File: src/rtl/handshake_pkg.sv
// Shared constants and buffer occupancy encoding for the constant-source /
// constant-check handshake family.
package handshake_pkg;

  localparam logic [16:0] CONST_165 = 17'b11111000011000011;

  typedef enum logic [1:0] {
    EMPTY = 2'd0,
    ONE   = 2'd1,
    FULL  = 2'd2
  } occ_t;

endpackage

File: src/rtl/handshake_buffer_2.sv
// Two-entry elastic buffer. ins_ready depends only on registered occupancy and
// outs/outs_valid come straight from registers, so neither side sees a comb path.
module handshake_buffer_2
  import handshake_pkg::*;
#(
  parameter int WIDTH = 1
) (
  input  logic             clk,
  input  logic             rst,
  input  logic [WIDTH-1:0] ins,
  input  logic             ins_valid,
  output logic             ins_ready,
  output logic [WIDTH-1:0] outs,
  output logic             outs_valid,
  input  logic             outs_ready
);

  occ_t             occ, occ_nxt;
  logic [WIDTH-1:0] head, head_nxt;
  logic [WIDTH-1:0] tail, tail_nxt;
  logic             push, pop;

  // Held low during reset so no handshake can be reported in the reset cycle.
  assign ins_ready  = rst && (occ != FULL);
  assign outs_valid = (occ != EMPTY);
  assign outs       = head;
  assign push       = ins_valid && ins_ready;
  assign pop        = outs_valid && outs_ready;

  always_ff @(posedge clk) begin
    if (!rst) begin
      occ  <= EMPTY;
      head <= '0;
      tail <= '0;
    end else begin
      occ  <= occ_nxt;
      head <= head_nxt;
      tail <= tail_nxt;
    end
  end

  always_comb begin
    occ_nxt  = occ;
    head_nxt = head;
    tail_nxt = tail;
    case (occ)
      EMPTY: begin
        if (push) begin
          head_nxt = ins;
          occ_nxt  = ONE;
        end
      end
      ONE: begin
        if (push && pop) begin
          head_nxt = ins;
        end else if (push) begin
          tail_nxt = ins;
          occ_nxt  = FULL;
        end else if (pop) begin
          occ_nxt  = EMPTY;
        end
      end
      FULL: begin
        // push cannot happen here since ins_ready is low
        if (pop) begin
          head_nxt = tail;
          occ_nxt  = ONE;
        end
      end
      default: occ_nxt = EMPTY;
    endcase
  end

endmodule

File: src/rtl/handshake_constant_check_165.sv
// Sink-side checker: compares each accepted token with CONST_VALUE, emits a
// 1-bit match token through a 2-entry buffer and keeps saturating statistics.
module handshake_constant_check_165
  import handshake_pkg::*;
#(
  parameter int                    DATA_WIDTH  = 32,
  parameter logic [DATA_WIDTH-1:0] CONST_VALUE = DATA_WIDTH'(CONST_165),
  parameter int                    CNT_WIDTH   = 16
) (
  input  logic                  clk,
  input  logic                  rst,
  input  logic [DATA_WIDTH-1:0] ins,
  input  logic                  ins_valid,
  output logic                  ins_ready,
  output logic                  outs,
  output logic                  outs_valid,
  input  logic                  outs_ready,
  output logic [CNT_WIDTH-1:0]  match_count,
  output logic [CNT_WIDTH-1:0]  mismatch_count
);

  logic eq, accept;

  assign eq     = (ins == CONST_VALUE);
  assign accept = ins_valid && ins_ready;

  handshake_buffer_2 #(.WIDTH(1)) u_buf (
    .clk        (clk),
    .rst        (rst),
    .ins        (eq),
    .ins_valid  (ins_valid),
    .ins_ready  (ins_ready),
    .outs       (outs),
    .outs_valid (outs_valid),
    .outs_ready (outs_ready)
  );

  // Counters stick at all-ones rather than wrapping.
  always_ff @(posedge clk) begin
    if (!rst) begin
      match_count    <= '0;
      mismatch_count <= '0;
    end else if (accept) begin
      if (eq) begin
        if (match_count != '1) match_count <= match_count + 1'b1;
      end else begin
        if (mismatch_count != '1) mismatch_count <= mismatch_count + 1'b1;
      end
    end
  end

endmodule

File: config.mk
export PLATFORM = sky130hd
export DESIGN_NAME = handshake_constant_check_165
export DESIGN_NICKNAME = d
export VERILOG_FILES = /design/src/rtl/handshake_pkg.sv /design/src/rtl/handshake_buffer_2.sv /design/src/rtl/handshake_constant_check_165.sv
export SDC_FILE = /design/constraint.sdc
export NUM_CORES = 1
export LEC_CHECK = 0
export ABC_CLOCK_PERIOD_IN_PS = 2300
export BUFFER_PORTS_ARGS = -buffer_cell sky130_fd_sc_hd__clkbuf_2
export CORE_ASPECT_RATIO = 1.2
export CORE_MARGIN = 10
export CORE_UTILIZATION = 49
export CTS_CLUSTER_SIZE = 40
export DETAILED_ROUTE_END_ITERATION = 6
export GPL_ROUTABILITY_DRIVEN = 0
export PLACE_DENSITY_LB_ADDON = 0.12
export SYNTH_ARGS = -nofsm -noshare
export SYNTH_HDL_FRONTEND = slang
export SYNTH_HIERARCHICAL = 1
export SYNTH_SLANG_ARGS = --single-unit
export TNS_END_PERCENT = 30
File: constraint.sdc
create_clock -name clk -period 2.3 [get_ports clk]
set_input_delay 0.345 -clock clk [delete_from_list [all_inputs] [get_ports clk]]
set_output_delay 0.345 -clock clk [all_outputs]
set_load 0.05 [all_outputs]
==> out/qor.yml <==
crit_type: "reg -> reg"
yosysWarnings: 6
final_util_pct: 63.4
rsz0062_at_grt: "false"
ys_types: 44
synth-edff-count: 0
cp_slowest_cell: "or3_1"
fin_skew_ns: 0.00659
numClockSinks: 36
power.share.clock_pct: 38.1
relSlewSlack_pct: 60.2
holdPathStages: 2
post-place-ws_ns: 0.176
cts_hold_buffers: 0
powerDensity_nw_per_um2: 492
regToRegStartpoint: "u_buf/occ[1]"
first_pass_iters: 4
worstPathCellList: "and2b_1 -> nor2b_4 -> nand2_1 -> nor4_1 -> nand4_1 -> or3_1 -> a21oi_1"
dr_total_vias: 2061
pin_count: 71
worst-endpoint-arrival_ns: 2.31
cts_tree: "yes"
crit_fanout: 7
placed_cell_area_um2: 2370
netSwitchingFraction_pct: 23.8
finalNonFillerCells: 360
period_minus_slack_ns: 2.09
grt.overflow.total: 0
cts_setup_buffers: 0
startpoint_type: "register"
cts_buffers: 5
startpoint: "u_buf/occ[1]"
drc_errors: 0
async_flop_share_pct: 0
post-route-period-util_pct: 91.1
clk_latency_ns: 0.29
dieArea_um2: 6900
drt_iter0_drc: 145
syn_inst: 231
coreArea_um2: 3880
ys.flop_type: "dfxtp_1"
grtUsageTotal_pct: 15.0
clk_pin_slew_worst_paths_ns: 0.07
crit_family: "simple AND/OR/NAND/NOR gates"
total_power_mw: 1.21
ant_nets: 0
synth_area_um2: 1940
nNetsFinal: 343
final.hold.worst_slack_ns: 0.324
place.port_buffers: 70
drive_above_1_share_pct: 29.4
die_h_um: 89.0
chipWidth_um: 77.5
grt_max_degree: 27
ys_seq_elements: 36
ir_drop_v: 0.000363
sequentialPowerShare_pct: 52.4
cts_max_path_buffers: 2
drt_wl_total_um: 5240
final_common_cell: "clkbuf_2"
dp_hpwl_um: 4050
ys_seq_area_share_pct: 37.1
leakage_nw: 0.971
p_switching_mw: 0.288
cp.depth: 7
setup_tns_ns: 0
via_per_inst: 5.73
placed_cells: 352
cts-root-buf: "clkbuf_8"
setup_viol: 0
pwr-share-comb_pct: 9.5
synth_nets: 269
grt_pass1_vias: 1968
p_int_mw: 0.920
diodes: 0
avgSynthCellArea_um2: 8.42
cts-resized-gates: 0
rows: 25
htreeDepth: 2
ff2ff_path_depth: 7
status: "finished clean"
hold_start: "outs_ready"
hold_violations: 0
cap_violations: 0
final_area_um2: 2460
fin_ws_ns: 0.205
slew_viol_final: 0
required_ns: 2.52
grt_pass1_wl_um: 8650
mostFrequentLayoutCells: "clkbuf_2, dfxtp_1, a21oi_1"
crit_path_max_incr_delay_ns: 0.41
area_delta_synth_final_pct: 26.4
fmax_mhz: 477
worstMarginPinSlew_ns: 0.597
endpoint_kind: "register"
start_util_pct: 50.1
grt_antenna_before_repair: 0
min_path_type: "in -> reg"
wl_per_cell_um: 14.6
path_buf_inv: 0
## cells by family after synthesis
kind of cell    synth area share, %
buf+inv                        3.41
simple gates                   36.4
mux                            3.09
compound gates                 17.8
fa+ha+maj                      1.29
xor+xnor                      0.901
flops                          37.1
## registers in the layout (all words and copies together) (netlist names)
register / cells
u_buf/tail: 1
match_count: 16
u_buf/occ: 2
mismatch_count: 16
u_buf/outs: 1
## worst reg2reg max path: stages, from the launching register on
cell and delay (ns):
dfxtp_1 0.37, and2b_1 0.23, nor2b_4 0.12, nand2_1 0.13
nor4_1 0.35, nand4_1 0.28, or3_1 0.41, a21oi_1 0.13
## cells in the mapped netlist (all sizes together) (3+ instances only)
library cell   n  area, um2
clkbuf         5       18.8
nor2b          4       35.0
o21a           3       22.5
dfxtp         36        721
nand2b         6       37.5
a21oi         26        130
nand4         13       81.3
nand3         11       55.1
inv            5       18.8
and4           8       70.1
nand2         19       71.3
buf            4       28.8
nor4           8       65.1
o31ai          8       60.1
nand4bb        3       33.8
mux2i          6       60.1
or3           13       81.3
or4            9       71.3
o21ai         15       75.1
nor2           5       18.8
## area by class of cell
type                    count  area, um2
clock buffers               8       90.1
fillers                   393       1420
inverters                   5       18.8
multi-input cells         181       1160
flip-flops and latches     36        721
well taps                  54       67.6
repair buffers             76        395
## path summary, 6_finish.rpt
check,endpoint,slack (ns)
setup / recovery,match_count[15],0.21
hold / removal,u_buf/occ[1],0.32
hold reg to reg,mismatch_count[11],0.50
setup reg to reg,match_count[15],0.21
## power groups by stage
stage	Clock [mW]	Combinational [mW]	Sequential [mW]
final	0.460	0.115	0.633
after global routing	0.495	0.126	0.633
after CTS	0.474	0.117	0.633
after detailed placement	0	0.116	0.647
after global placement	0	0.115	0.647
after floorplan	0	0.0528	0.658
## layer usage
layer	routed length (um)	share of wire [%]	global-route usage, %
met2	2860	54	29.1
met4	61	1.2	4.98
met5	0	0	0
met1	2110	40	14.7
met3	212	4.0	4.73
Power figures use the tool's default switching activity.
